**src/rtl/hawk_lamp_driver.sv**
```systemverilog
// hawk_lamp_driver: turns the hawk_controller phase code into HAWK beacon and
// pedestrian-head lamp drives. It owns all flash and wig-wag timing and
// restarts the flash phase whenever the phase code changes. An invalid code
// that persists for FAULT_CYCLES cycles latches a flashing-red fail-safe,
// which only reset can clear.
module hawk_lamp_driver #(
  parameter int FLASH_HALF   = 25,  // cycles per flash half-period, >= 2
  parameter int FAULT_CYCLES = 4    // consecutive invalid cycles to latch fault, >= 1
) (
  input  logic       clk,
  input  logic       rst_n,
  input  logic [3:0] lights,
  output logic       lamp_y,
  output logic       lamp_rl,
  output logic       lamp_rr,
  output logic       ped_walk,
  output logic       ped_dw,
  output logic       fault
);

  typedef enum logic [3:0] {
    PH_DARK     = 4'h0,
    PH_FLASH_Y  = 4'h1,
    PH_SOLID_Y  = 4'h2,
    PH_SOLID_R  = 4'h3,
    PH_WIGWAG_R = 4'h4
  } phase_e;

  localparam int CNT_W = (FLASH_HALF > 1) ? $clog2(FLASH_HALF) : 1;
  localparam int INV_W = $clog2(FAULT_CYCLES + 1);

  localparam logic [CNT_W-1:0] CNT_LAST = CNT_W'(FLASH_HALF - 1);
  localparam logic [INV_W-1:0] INV_MAX  = INV_W'(FAULT_CYCLES);
  localparam logic [INV_W-1:0] INV_PRE  = INV_W'(FAULT_CYCLES - 1);

  phase_e           phase_q;
  logic [CNT_W-1:0] cnt;
  logic             flash_on;
  logic [INV_W-1:0] inv_cnt;
  logic             fault_q;

  logic             lights_valid;
  logic             phase_change;

  // Codes above WIGWAG_R are undefined and treated as a controller fault.
  assign lights_valid = (lights <= 4'h4);
  assign phase_change = lights_valid && (lights != 4'(phase_q));

  // Phase register, free-running flash timer, invalid-code counter and fault latch.
  // NOTE: every register here uses <= so all of them see pre-edge values;
  // a blocking = would let later statements read already-updated state.
  always_ff @(posedge clk) begin
    if (!rst_n) begin
      phase_q  <= PH_DARK;
      cnt      <= '0;
      flash_on <= 1'b1;
      inv_cnt  <= '0;
      fault_q  <= 1'b0;
    end else begin
      // A new valid phase always starts on a fresh, lit half-period.
      if (phase_change) begin
        phase_q  <= phase_e'(lights);
        cnt      <= '0;
        flash_on <= 1'b1;
      end else if (cnt == CNT_LAST) begin
        cnt      <= '0;
        flash_on <= ~flash_on;
      end else begin
        cnt      <= cnt + CNT_W'(1);
      end

      // Invalid codes hold the phase; only a long enough run of them trips the latch.
      if (!lights_valid) begin
        if (inv_cnt != INV_MAX) begin
          inv_cnt <= inv_cnt + INV_W'(1);
        end
        if (inv_cnt >= INV_PRE) begin
          fault_q <= 1'b1;
        end
      end else begin
        inv_cnt <= '0;
      end
    end
  end

  // Moore decode of the registered phase, flash state and fault latch to lamp drives.
  // NOTE: every output gets a default before the case so no path leaves one
  // unassigned, which would otherwise infer a latch.
  always_comb begin
    lamp_y   = 1'b0;
    lamp_rl  = 1'b0;
    lamp_rr  = 1'b0;
    ped_walk = 1'b0;
    ped_dw   = 1'b1;
    fault    = fault_q;
    if (fault_q) begin
      // Fail-safe: both reds flash in unison regardless of the phase.
      lamp_rl = flash_on;
      lamp_rr = flash_on;
    end else begin
      case (phase_q)
        PH_DARK: begin
        end
        PH_FLASH_Y: begin
          lamp_y = flash_on;
        end
        PH_SOLID_Y: begin
          lamp_y = 1'b1;
        end
        PH_SOLID_R: begin
          lamp_rl  = 1'b1;
          lamp_rr  = 1'b1;
          ped_walk = 1'b1;
          ped_dw   = 1'b0;
        end
        PH_WIGWAG_R: begin
          lamp_rl = flash_on;
          lamp_rr = ~flash_on;
          ped_dw  = flash_on;
        end
        default: begin
        end
      endcase
    end
  end

endmodule

```
**config.mk**
```make
export PLATFORM = sky130hd
export DESIGN_NAME = hawk_lamp_driver
export DESIGN_NICKNAME = d
export VERILOG_FILES = /design/src/rtl/hawk_lamp_driver.sv
export SDC_FILE = /design/constraint.sdc
export NUM_CORES = 1
export LEC_CHECK = 0
export ABC_AREA = 0
export BUFFER_PORTS_ARGS = -buffer_cell sky130_fd_sc_hd__buf_2
export CAP_MARGIN = 20
export CORE_AREA = 2 2 47 49
export DETAILED_ROUTE_END_ITERATION = 8
export DIE_AREA = 0 0 49 51
export SKIP_CTS_REPAIR_TIMING = 1
export SYNTH_ARGS = -nofsm -noshare
export SYNTH_HDL_FRONTEND = slang
export SYNTH_SLANG_ARGS = --single-unit
```
**constraint.sdc**
```tcl
create_clock -name clk -period 2.4 [get_ports clk]
set_input_delay 0.48 -clock clk [delete_from_list [all_inputs] [get_ports clk]]
set_output_delay 0.48 -clock clk [all_outputs]
set_load 0.005 [all_outputs]
```
==> results.md <==
- Area of the core: 0.00206 mm^2
- Mapped Avg Cell Area: 9.02 um^2
- Residual DRC: 0
- Vias per std cell: 5.01
- Hold Crit Class: input port to register
- Port Buffers: 11
- Adder-cell share of the synthesized area: 0.0816
- Worst hold slack: 0.477 ns
- Post-synth ARST share: 0
- Leakage: 0.352 nW
- Fin Setup TNS: 0 ns
- Clock-pin slew on the worst setup and hold paths: 0.08 ns
- Routed length per instance: 10.9 um
- Fin cells: 126
- Final Cell Area: 868 um^2
- Die Y: 51 um
- Worst rel slew slack: 0.784
- Syn. warnings: 0
- Status: complete, no violations
- Total gr overflow: 0
- CTS tree: built
- ANT nets after route: 0
- Max cap viols: 0
- Mapped Nets: 96
- Power Density: 523 mW/mm^2
- Critical path class: register to output port
- Multiplexer share of the synthesized area: 0.0147
- Distinct cells, synth: 26
- RSZ-0062 raised after global routing: false
- Main combinational cell family by area after synthesis: simple AND/OR/NAND/NOR gates
- Filler Cell Count: 221
- Commonest non-fill, non-tap cell in the layout: dfxtp_1
- Fin crit period: 1.84 ns
- Clk sinks: 14
- Ant. Diodes: 0
- Number of global-route vias before repair: 623
- Post-synthesis compound-gate area fraction: 0.171
- Final Cycle Share: 0.768
- Io pins: 12
- Global-route usage over all layers: 0.135
- Final core utilization: 0.421
- Setup WS pre-CTS: 0.843 ns
- Antenna violations before repair: 0
- Setup WS post-layout: 0.557 ns
- Post-Synth XOR/XNOR Area: 0.113
- Synth Area in Simple Gates: 0.206
- Die ar.: 0.00250 mm^2
- Synth Flop Type: dfxtp_1
- Fmax: 0.543 GHz
- Critical path data arrival time: 1.36 ns
- Max VDD drop: 0.306 mV
- Global-route wire length before repair: 2570 um
- DP Cell Count: 123
- #FFs+latches synth: 14
- Final Total Pwr: 0.454 mW
- Initial Utilization: 0.372
- Share of cells above drive strength 1: 0.214
- Post-detailed-placement half-perimeter wirelength: 1070 um
- Root Driver: clkbuf_4
- Die X: 49 um
- Register area share after synthesis: 0.365
- Worst setup SP type: register
- WL final: 1380 um
- Site Rows: 17
- Syn Inst Count: 85
- Post-Syn Area: 767 um^2
- Placer Congestion: 0.733
- First-pass detailed-route iteration total: 4
- H-tree depth: 1
- CP max FO: 6
- Initial DRC count: 7
- Commonest cells after routing, fill and taps aside: dfxtp_1 (14), buf_2 (11), nand2_1 (8), a21oi_1 (8)
- EDFF count, synth: 0
- Clk_lat worst skew: 0.28 ns
- Clk_skew: 0.00176 ns
- Critical Path End Type: output port
- Area delta synth->final: 13.2%
- Critical path required time: 1.92 ns
- Number of CTS-inserted buffers: 3
- Max Slew Vio Count: 0
- Worst-Margin Slew: 0.321 ns
- Final hold vios: 0
- Max Buffers Root-to-Sink: 2
- Vias: 631
- Pin count of the biggest net entering global routing: 11
- Final setup viols: 0
- Total Nets Final: 111
- Area after DPL: 846 um^2
==> synthesized netlist by cell type (2+ instances only) <==
library cell / instances / share of area
dfxtp_1: 14 / 0.37
a21oi_1: 8 / 0.052
nand2_1: 8 / 0.039
inv_1: 7 / 0.034
o21ai_0: 7 / 0.046
xnor2_1: 6 / 0.069
ha_1: 5 / 0.082
a211oi_1: 4 / 0.039
nand3_1: 4 / 0.026
a211o_1: 2 / 0.023
nor2_1: 2 / 0.0098
nor4b_1: 2 / 0.023
or3b_1: 2 / 0.023
xor2_1: 2 / 0.023
==> critical path, stage by stage (launching register included) <==
cell and delay [ns]:
dfxtp_1 0.43, mux2_2 0.36, nor4_1 0.15, buf_2 0.15
==> registers in the layout, indices dropped and copies added, names as in the netlist <==
name	cells
flash_on	1
cnt	5
phase_q	4
fault	1
inv_cnt	3
==> per-layer routing <==
layer / wire, um / global-route usage / up-vias
met5: 0 / 0 / -
met4: 25 / 0.0714 / 0
met3: 38 / 0.0351 / 4
met2: 636 / 0.226 / 10
met1: 678 / 0.160 / 290
li1: - / - / 327
==> final timing paths <==
path	slack, ns	end	cells past startpoint	start
setup / recovery	0.56	lamp_y	3	phase_q[1]
hold reg to reg	0.51	inv_cnt[1]	2	inv_cnt[2]
setup reg to reg	1.11	flash_on	3	phase_q[0]
hold / removal	0.48	cnt[1]	3	rst_n
==> area by class of cell <==
type / instances / area (um^2) / share of cell area
tap: 28 / 35.0 / 0.0403
timing repair buffer: 11 / 55.1 / 0.0634
inverter: 7 / 26.3 / 0.0303
multi-input combinational: 63 / 449 / 0.517
sequential: 14 / 280 / 0.323
clock buffer: 3 / 22.5 / 0.0259
==> report_power, final <==
| group | switching (mW) | internal [mW] |
|---|---|---|
| combinational | 0.0357 | 0.0325 |
| sequential | 0.0123 | 0.243 |
| clock | 0.0722 | 0.0582 |
==> cells by family after synthesis <==
| kind of cell | after synthesis |
|---|---|
| flip-flops | 14 |
| XOR/XNOR | 9 |
| adder cells (fa/ha/maj) | 5 |
| AO/OA/AOI/OAI | 22 |
| buffers and inverters | 8 |
| AND/OR/NAND/NOR | 26 |
| multiplexers | 1 |
Note: power is estimated with default switching activity, not from simulation.
